### src/rtl/nap_countdown_if.sv
// ============================================================================
// Module      : nap_countdown_if
// Description : Setting-stage inputs and display/buzzer outputs of the nap
//               countdown.
// Revision    : 1.0 - initial release
// ============================================================================
`default_nettype none

interface nap_countdown_if;
    logic       load;
    logic       pause;
    logic       stop;
    logic [3:0] hour_ten_in;
    logic [3:0] hour_one_in;
    logic [3:0] min_ten_in;
    logic [3:0] min_one_in;
    logic [3:0] sec_ten_in;
    logic [3:0] sec_one_in;
    logic [3:0] hour_ten_out;
    logic [3:0] hour_one_out;
    logic [3:0] min_ten_out;
    logic [3:0] min_one_out;
    logic [3:0] sec_ten_out;
    logic [3:0] sec_one_out;
    logic       running;
    logic       paused;
    logic       alarm;

    modport master (
        output load, pause, stop,
        output hour_ten_in, hour_one_in, min_ten_in, min_one_in, sec_ten_in, sec_one_in,
        input  hour_ten_out, hour_one_out, min_ten_out, min_one_out, sec_ten_out, sec_one_out,
        input  running, paused, alarm
    );

    modport slave (
        input  load, pause, stop,
        input  hour_ten_in, hour_one_in, min_ten_in, min_one_in, sec_ten_in, sec_one_in,
        output hour_ten_out, hour_one_out, min_ten_out, min_one_out, sec_ten_out, sec_one_out,
        output running, paused, alarm
    );
endinterface

`default_nettype wire

### src/rtl/nap_countdown.sv
// ============================================================================
// Module      : nap_countdown
// Description : BCD hh:mm:ss countdown with pause/stop and timed wake alarm.
// Revision    : 1.0 - initial release
// ============================================================================
`default_nettype none

module nap_countdown #(
    parameter int TICKS_PER_SEC = 1000,
    parameter int ALARM_SECS    = 10
) (
    input  logic            clk,
    input  logic            rst,
    nap_countdown_if.slave  bus
);

    localparam int c_PRESC_W = $clog2(TICKS_PER_SEC);
    localparam int c_ACNT_W  = $clog2(ALARM_SECS + 1);
    localparam logic [c_PRESC_W-1:0] c_TICK_LAST = c_PRESC_W'(TICKS_PER_SEC - 1);
    localparam logic [c_ACNT_W-1:0]  c_ACNT_LAST = c_ACNT_W'(ALARM_SECS - 1);

    typedef enum logic [1:0] {
        S_IDLE  = 2'd0,
        S_RUN   = 2'd1,
        S_PAUSE = 2'd2,
        S_ALARM = 2'd3
    } state_t;

    // Digit index 5 = hour_ten ... 0 = sec_one
    state_t                  r_state, w_state_nxt;
    logic [5:0][3:0]         r_dig, w_dig_nxt, w_dec, w_in;
    logic [c_PRESC_W-1:0]    r_presc, w_presc_nxt;
    logic [c_ACNT_W-1:0]     r_acnt, w_acnt_nxt;
    logic                    w_load_ok, w_tick, w_borrow, w_dec_zero;

    assign w_in = {bus.hour_ten_in, bus.hour_one_in, bus.min_ten_in,
                   bus.min_one_in, bus.sec_ten_in, bus.sec_one_in};

    assign w_load_ok = (w_in[5] <= 4'd9) && (w_in[4] <= 4'd9) &&
                       (w_in[3] <= 4'd5) && (w_in[2] <= 4'd9) &&
                       (w_in[1] <= 4'd5) && (w_in[0] <= 4'd9) &&
                       (w_in != '0);

    assign w_tick = (r_presc == c_TICK_LAST);

    // Ripple-borrow BCD decrement; tens of minutes/seconds wrap to 5
    always_comb begin
        w_dec    = r_dig;
        w_borrow = 1'b1;
        for (int i = 0; i < 6; i++) begin
            if (w_borrow) begin
                if (r_dig[i] == 4'd0 && i < 5) begin
                    w_dec[i] = (i == 1 || i == 3) ? 4'd5 : 4'd9;
                end else begin
                    w_dec[i] = r_dig[i] - 4'd1;
                    w_borrow = 1'b0;
                end
            end
        end
    end

    assign w_dec_zero = (w_dec == '0);

    always_comb begin
        w_state_nxt = r_state;
        w_dig_nxt   = r_dig;
        w_presc_nxt = r_presc;
        w_acnt_nxt  = r_acnt;
        case (r_state)
            S_IDLE: begin
                if (!bus.stop && bus.load && w_load_ok) begin
                    w_state_nxt = S_RUN;
                    w_dig_nxt   = w_in;
                    w_presc_nxt = '0;
                end
            end
            S_RUN, S_PAUSE: begin
                if (bus.stop) begin
                    w_state_nxt = S_IDLE;
                    w_presc_nxt = '0;
                end else if (bus.load && w_load_ok) begin
                    w_state_nxt = S_RUN;
                    w_dig_nxt   = w_in;
                    w_presc_nxt = '0;
                end else if (bus.pause) begin
                    w_state_nxt = (r_state == S_RUN) ? S_PAUSE : S_RUN;
                end else if (r_state == S_RUN) begin
                    if (w_tick) begin
                        w_presc_nxt = '0;
                        w_dig_nxt   = w_dec;
                        if (w_dec_zero) begin
                            w_state_nxt = S_ALARM;
                            w_acnt_nxt  = '0;
                        end
                    end else begin
                        w_presc_nxt = r_presc + c_PRESC_W'(1);
                    end
                end
            end
            S_ALARM: begin
                if (bus.stop) begin
                    w_state_nxt = S_IDLE;
                    w_presc_nxt = '0;
                end else if (w_tick) begin
                    w_presc_nxt = '0;
                    w_acnt_nxt  = r_acnt + c_ACNT_W'(1);
                    if (r_acnt == c_ACNT_LAST) begin
                        w_state_nxt = S_IDLE;
                    end
                end else begin
                    w_presc_nxt = r_presc + c_PRESC_W'(1);
                end
            end
            default: w_state_nxt = S_IDLE;
        endcase
    end

    always_ff @(posedge clk or negedge rst) begin
        if (!rst) begin
            r_state <= S_IDLE;
            r_dig   <= '0;
            r_presc <= '0;
            r_acnt  <= '0;
        end else begin
            r_state <= w_state_nxt;
            r_dig   <= w_dig_nxt;
            r_presc <= w_presc_nxt;
            r_acnt  <= w_acnt_nxt;
        end
    end

    assign bus.hour_ten_out = r_dig[5];
    assign bus.hour_one_out = r_dig[4];
    assign bus.min_ten_out  = r_dig[3];
    assign bus.min_one_out  = r_dig[2];
    assign bus.sec_ten_out  = r_dig[1];
    assign bus.sec_one_out  = r_dig[0];
    assign bus.running      = (r_state == S_RUN);
    assign bus.paused       = (r_state == S_PAUSE);
    assign bus.alarm        = (r_state == S_ALARM);

endmodule

`default_nettype wire

### src/flat_wrapper.sv
// flat-port wrapper written by rule: the top's interface ports become plain ports
module nap_countdown_flat 
#(
    parameter int TICKS_PER_SEC = 1000,
    parameter int ALARM_SECS    = 10
)
  (clk, rst, bus_load, bus_pause, bus_stop, bus_hour_ten_in, bus_hour_one_in, bus_min_ten_in, bus_min_one_in, bus_sec_ten_in, bus_sec_one_in, bus_hour_ten_out, bus_hour_one_out, bus_min_ten_out, bus_min_one_out, bus_sec_ten_out, bus_sec_one_out, bus_running, bus_paused, bus_alarm);
  nap_countdown_if bus_i ();
  input  logic clk;
  input  logic rst;
  input wire logic [$bits(bus_i.load)-1:0] bus_load;
  input wire logic [$bits(bus_i.pause)-1:0] bus_pause;
  input wire logic [$bits(bus_i.stop)-1:0] bus_stop;
  input wire logic [$bits(bus_i.hour_ten_in)-1:0] bus_hour_ten_in;
  input wire logic [$bits(bus_i.hour_one_in)-1:0] bus_hour_one_in;
  input wire logic [$bits(bus_i.min_ten_in)-1:0] bus_min_ten_in;
  input wire logic [$bits(bus_i.min_one_in)-1:0] bus_min_one_in;
  input wire logic [$bits(bus_i.sec_ten_in)-1:0] bus_sec_ten_in;
  input wire logic [$bits(bus_i.sec_one_in)-1:0] bus_sec_one_in;
  output wire logic [$bits(bus_i.hour_ten_out)-1:0] bus_hour_ten_out;
  output wire logic [$bits(bus_i.hour_one_out)-1:0] bus_hour_one_out;
  output wire logic [$bits(bus_i.min_ten_out)-1:0] bus_min_ten_out;
  output wire logic [$bits(bus_i.min_one_out)-1:0] bus_min_one_out;
  output wire logic [$bits(bus_i.sec_ten_out)-1:0] bus_sec_ten_out;
  output wire logic [$bits(bus_i.sec_one_out)-1:0] bus_sec_one_out;
  output wire logic [$bits(bus_i.running)-1:0] bus_running;
  output wire logic [$bits(bus_i.paused)-1:0] bus_paused;
  output wire logic [$bits(bus_i.alarm)-1:0] bus_alarm;
  assign bus_i.load = bus_load;
  assign bus_i.pause = bus_pause;
  assign bus_i.stop = bus_stop;
  assign bus_i.hour_ten_in = bus_hour_ten_in;
  assign bus_i.hour_one_in = bus_hour_one_in;
  assign bus_i.min_ten_in = bus_min_ten_in;
  assign bus_i.min_one_in = bus_min_one_in;
  assign bus_i.sec_ten_in = bus_sec_ten_in;
  assign bus_i.sec_one_in = bus_sec_one_in;
  assign bus_hour_ten_out = bus_i.hour_ten_out;
  assign bus_hour_one_out = bus_i.hour_one_out;
  assign bus_min_ten_out = bus_i.min_ten_out;
  assign bus_min_one_out = bus_i.min_one_out;
  assign bus_sec_ten_out = bus_i.sec_ten_out;
  assign bus_sec_one_out = bus_i.sec_one_out;
  assign bus_running = bus_i.running;
  assign bus_paused = bus_i.paused;
  assign bus_alarm = bus_i.alarm;
  nap_countdown #(.TICKS_PER_SEC(TICKS_PER_SEC), .ALARM_SECS(ALARM_SECS)) u_core (.clk(clk), .rst(rst), .bus(bus_i));
endmodule
### config.mk
export PLATFORM = sky130hd
export DESIGN_NAME = nap_countdown_flat
export DESIGN_NICKNAME = d
export VERILOG_FILES = /design/src/rtl/nap_countdown_if.sv /design/src/rtl/nap_countdown.sv /design/src/flat_wrapper.sv
export SDC_FILE = /design/constraint.sdc
export NUM_CORES = 1
export LEC_CHECK = 0
export CAP_MARGIN = 5
export CORE_MARGIN = 8
export CORE_UTILIZATION = 25
export CTS_BUF_LIST = sky130_fd_sc_hd__clkbuf_4 sky130_fd_sc_hd__clkbuf_8 sky130_fd_sc_hd__clkbuf_16
export CTS_CLUSTER_SIZE = 20
export DETAILED_ROUTE_END_ITERATION = 8
export GPL_TIMING_DRIVEN = 0
export HOLD_SLACK_MARGIN = 0.08
export SETUP_SLACK_MARGIN = 0.4
export SLEW_MARGIN = 10
export SYNTH_ARGS = -nofsm -noshare
export SYNTH_HDL_FRONTEND = slang
export SYNTH_SLANG_ARGS = --single-unit
### constraint.sdc
create_clock -name clk -period 3.55 [get_ports clk]
set_clock_uncertainty 0.1 [all_clocks]
set_input_delay 0.71 -clock clk [delete_from_list [all_inputs] [get_ports clk]]
set_output_delay 0.71 -clock clk [all_outputs]
set_load 0.02 [all_outputs]
* Word level (Yosys, flattened, before mapping)
Cells that the tools add are included.
** Storage, ports and cells
- Bits in registers :: 40
- Bits in latches :: 0
- Bits in writable memories :: 0
- Memory bits (read-only) :: 0
- Bits of input ports :: 29
- Output and inout bits :: 27
- Word-level logic and storage cells :: 127
- Memories kept :: 0
** Cells by class
- Add/subtract/negate cells :: 8
- Multipliers :: 0
- Div/mod/pow operators :: 0
- Order comparisons :: 6
- Equality and inequality tests :: 24
- Shift operators :: 0
- Multiplexer cells :: 55
- Bitwise gates (word level) :: 0
- Reductions and logical operators :: 25
** Operators with widths (count)
- $mux W24 :: 6
- $mux W4 :: 18
- $mux W10 :: 7
- $pmux W24 S2 :: 1
- $pmux W10 S3 :: 1
- $logic_not A24 Y1 :: 1
- $reduce_bool A24 Y1 :: 1
- $sub A4 B1 Y4 const B :: 6
- $mux W2 :: 11
- $logic_not A4 Y1 :: 5
- $le A4 B4 Y1 const B :: 4
- $ne A3 B2 Y1 const B :: 4
- $reduce_and A6 Y1 :: 2
- $add A10 B1 Y10 const B :: 1
- $eq A10 B10 Y1 const B :: 1
- $ne A2 B2 Y1 const B :: 5
- $ne A5 B3 Y1 const B :: 2
- $logic_and A1 B1 Y1 :: 9
- $mux W1 :: 9
- $reduce_and A9 Y1 :: 1
- $le A4 B3 Y1 const B :: 2
- $ne A2 B1 Y1 const B :: 4
- $ne A4 B3 Y1 const B :: 2
- $pmux W4 S2 :: 1
- other kinds (12) :: 14

* Depth between registers and ports, before layout
- Depth in word-level cells :: 15
- Mapped depth :: 10
- Depth with buffers taken out :: 9

* Worst setup path after synthesis
No wires, ideal clock.
- Path kind :: reg2reg
- Start point :: reg u_core.r_dig (netlist bit u_core.bus.sec_one_out[0])
- End point :: reg u_core.r_acnt[0]
- Setup time :: 0.120 ns
- Arrival :: 2.726 ns
- Required time :: 3.330 ns
- Slack :: 0.604 ns
- Stages on the path, launching flop included :: 11
- Path buffers :: 3
- Period minus slack after synthesis :: 2.946 ns
- Path through :: dfrtp_1 buf_6 or4_4 buf_6 or4_1 buf_2 xnor2_2 nor4_1 a21o_2 a21oi_1 a31o_1
** Between the ends
- Cells in the longest elaborated chain, start to end :: 10
- Elaborated cells between the ends (all ways) :: 16
- Classes of those cells :: add/sub (1); eq/ne (1); mux (11); reduce/logical (3)
** Ends and longest elaborated chain
- from (decl) :: RTL line nap_countdown.sv:31 : logic [5:0][3:0] r_dig, w_dig_nxt, w_dec, w_in;
- from (signal assigned) :: RTL line nap_countdown.sv:126 : r_dig <= w_dig_nxt;
- $logic_not A4 Y1 :: RTL line nap_countdown.sv:52 : if (r_dig[i] == 4'd0 && i < 5) begin
- $mux W1 :: RTL line nap_countdown.sv:52
- $mux W1 (4 in a row) :: RTL line nap_countdown.sv:51 : if (w_borrow) begin
- $mux W4 :: RTL line nap_countdown.sv:51
- $logic_not A24 Y1 (*) :: RTL line nap_countdown.sv:62 : assign w_dec_zero = (w_dec == '0);
- $ne A2 B1 Y1 (no source line) (*)
- $reduce_and A9 Y1 (no source line) (*)
- to (signal assigned) :: RTL line nap_countdown.sv:128 : r_acnt <= w_acnt_nxt;
- to (decl) :: RTL line nap_countdown.sv:33 : logic [c_ACNT_W-1:0] r_acnt, w_acnt_nxt;
Mark *: on every way between the ends. The rest lies on a longest branch, timed or not.
A chain may end at the register's enable or synchronous reset.

* Worst setup path after layout
- Start point :: in bus_sec_ten_in[2]
- End point :: reg u_core.r_acnt[0]
** Between the ends
- Cells in the longest elaborated chain, start to end :: 7
- Elaborated cells between the ends (all ways) :: 8
- Classes of those cells :: order compare (1); eq/ne (1); reduce/logical (6)
** Ends and longest elaborated chain
- from (decl) :: RTL line flat_wrapper.sv:18 : input wire logic [$bits(bus_i.sec_ten_in)-1:0] bus_sec_ten_in;
- $le A4 B3 Y1 :: RTL line nap_countdown.sv:41 : (w_in[1] <= 4'd5) && (w_in[0] <= 4'd9) &&
- $logic_and A1 B1 Y1 :: RTL line nap_countdown.sv:40 : (w_in[3] <= 4'd5) && (w_in[2] <= 4'd9) &&
- $logic_and A1 B1 Y1 :: RTL line nap_countdown.sv:41
- $logic_and A1 B1 Y1 (*) :: RTL line nap_countdown.sv:41
- $logic_and A1 B1 Y1 (*) :: RTL line nap_countdown.sv:81 : end else if (bus.load && w_load_ok) begin
- $ne A2 B2 Y1 (no source line) (*)
- $reduce_and A9 Y1 (no source line) (*)
Marked as above.

==> metrics.yaml <==
viasPerCell: 5.57
port_buffers: 55
end_kind: "flip-flop"
routabilityCongestion: 0.958
drive_gt1_share_pct: 11.8
dp_hpwl_mm: 7.38
grt_util_all_layers_pct: 13.2
grt_overflow: 0
cts_max_level: 2
worst_slew_pin_slew_ns: 0.772
synthTopCellsByArea: "dfrtp_1 (35%), o21ai_0 (6.4%), nor2_1 (4.5%)"
ios: 56
cts_sinks: 40
postRouteAntennaNets: 0
nets: 454
rows: 39
clockRootBuffer: "clkbuf_16"
yosysSeqAreaShare_pct: 35.4
r2r_end: "u_core.r_acnt[0]"
maxSlewViolCount: 0
p_leak_nw: 1.60
numCtsBuffers: 5
r2r_cells: 9
cts_tree: "built"
hold_path_class: "in2async"
chipHeight_um: 122
ys_seq_elements: 40
die_area_sq_um: 15000
syn_area_sq_um: 2830
max_cap_viol_count: 0
die_w_um: 122
clock_path_buffers: 2
period_needed_ns: 3.07
path_max_fanout: 5
wl_per_cell_um: 17.7
drc: 0
regToRegStartpoint: "u_core.bus.sec_one_out[1]"
antenna_found_initial: 0
clkLatencyLatePin_ns: 0.28
pre_cts_ws_ns: -0.397
num_vias: 3117
slew_headroom_pct: 48.1
yosysUniqueCellTypes: 54
status: "complete, no violations"
dp_cells: 547
path_clk_slew_ns: 0.06
finalWorstSetupSlack_ns: 0.477
setup_viol: 0
ys.warnings.count: 0
crit_type: "in2reg"
grt_start_max_net_pins: 24
hold_viol: 0
ctsHoldBuffers: 0
ff2ff_setup_slack_ns: 0.50
final_common_cell: "clkdlybuf4s50_1"
most-common-layout-cells: "clkdlybuf4s50_1 (50), dfrtp_1 (40), o21ai_0 (36), nor2_1 (34), nand2_1 (30)"
syn_to_final_growth_pct: 38.7
required_ns: 3.62
synthArstFlopShare_pct: 100
yosys.area.top_type: "dfrtp_1"
fin_crit_sh_pct: 86.6
first_iter_violations: 264
synth_flop_cell: "dfrtp_1"
synth_top_area_share_pct: 35.4
drtPass1Iterations: 5
syn_area_per_cell_sq_um: 8.13
syn_nets: 386
grt_pass1_vias: 3101
timing.hold.ws_ns: 0.296
initial_core_util_pct: 25.2
peakVddDrop_v: 0.000276
netlist_instances: 348
fmax_mhz: 325
rsz0062_at_grt: "no"
antennaDiodeCount: 0
arrival_ns: 3.14
powerDensity_nw_per_um2: 840
start_kind: "input pin"
grt_pass1_wl_mm: 16.0
synth-edff-count: 0
wl_mm: 9.91
core-area_sq_um: 11200
finalNonFillerCells: 560
==> repair_timing <==
action | 4_1_cts | 5_1_grt
buffers inserted | 2 | 2
gates resized for setup | 25 | 13
pin swaps | 1 | 8
cloned | 0 | 1
endpoints found under the setup margin | 40 | 32
hold endpoints to repair | 0 | 0
==> critical path, cell delays in order <==
cell	delay [ns]
clkdlybuf4s50_1	0.45
or4_4	0.55
or4_4	0.62
a221oi_2	0.31
a21o_2	0.21
a21oi_1	0.08
a31o_1	0.21
==> flip-flops by register name, indices dropped and copies added, names as in the netlist <==
register                 flops
u_core.bus.min_ten_out       4
u_core.r_state               2
u_core.bus.hour_one_out      4
u_core.r_presc              10
u_core.bus.sec_one_out       4
u_core.r_acnt                4
u_core.bus.min_one_out       4
u_core.bus.sec_ten_out       4
u_core.bus.hour_ten_out      4
==> cell families after synthesis <==
kind of cell    count (synthesis)  share of synthesized area, %
xor+xnor                        1                         0.575
compound gates                117                          26.9
flops                          40                          35.4
fa+ha+maj                       9                          3.98
simple gates                  142                          25.9
buf+inv                        33                          5.13
mux                             6                          2.12
==> metal layers <==
| metal | GRT usage [%] | vias up | share of wire (%) |
|---|---|---|---|
| met2 | 20.1 | 171 | 44 |
| met1 | 17.4 | 1487 | 44 |
| li1 | - | 1447 | - |
| met3 | 4.32 | 12 | 11 |
| met5 | 0 | - | 0 |
| met4 | 4.27 | 0 | 1.1 |
==> area by class of cell <==
class | count | area, sq um
timing repair buffer | 60 | 613
clock buffer | 6 | 133
sequential | 40 | 1000
inverter | 18 | 67.6
tap | 143 | 179
multi-input combinational | 276 | 1790
buffer | 15 | 100
fill | 1176 | 7300
clock inverter | 2 | 35.0
==> synthesized netlist by cell type, drive strengths merged, types with 2 or more instances <==
library cell and instances:
o22ai 5, a32o 2, nand4 2, nor2b 3, buf 5, a22oi 5
inv 18, or4 11, nand2b 4, nor2 34, a21oi 18, o2bb2ai 7
o31ai 5, a31oi 5, a211o 2, nor4 12, and3 2, dfrtp 40
a211oi 3, o211ai 3, nand3 17, a21o 10, mux2i 6, clkbuf 10
ha 9, o21ai 40, a22o 2, nor3 14, or3 5, o21bai 2
and2 2, nand2 31
==> worst max-delay path by stage <==
| stage | from | end | slack (ns) | cells after the start |
|---|---|---|---|---|
| floorplan | u_core.bus.sec_one_out[0] | u_core.r_acnt[0] | 0.60 | 10 |
| global placement | bus_min_ten_in[2] | u_core.bus.min_one_out[1] | -0.38 | 7 |
| detailed placement | bus_min_ten_in[2] | u_core.bus.min_one_out[1] | -0.40 | 7 |
| CTS | bus_min_ten_in[2] | u_core.bus.sec_ten_out[3] | 0.37 | 9 |
| global route | bus_hour_ten_in[2] | u_core.r_state[1] | 0.39 | 10 |
| finish | bus_sec_ten_in[2] | u_core.r_acnt[0] | 0.48 | 7 |
==> through the flow <==
stage	power [mW]	area (sq um)	TNS (ns)	utilization [%]
final	3.30	3920	0	34.9
after global routing	3.51	3920	0	34.9
after CTS	3.25	3860	0	34.4
after detailed placement	2.62	3580	-8.47	31.9
after global placement	2.60	3560	-7.64	31.7
after floorplan	1.91	2830	0	-
==> power by group <==
part | switching, mW | internal, mW | leakage [nW]
Clock | 0.184 | 0.338 | 0.0843
Sequential | 0.226 | 0.602 | 0.496
Combinational | 1.14 | 0.810 | 1.02
Total | 1.55 | 1.75 | 1.60
Note: power is estimated with default switching activity, not from simulation.
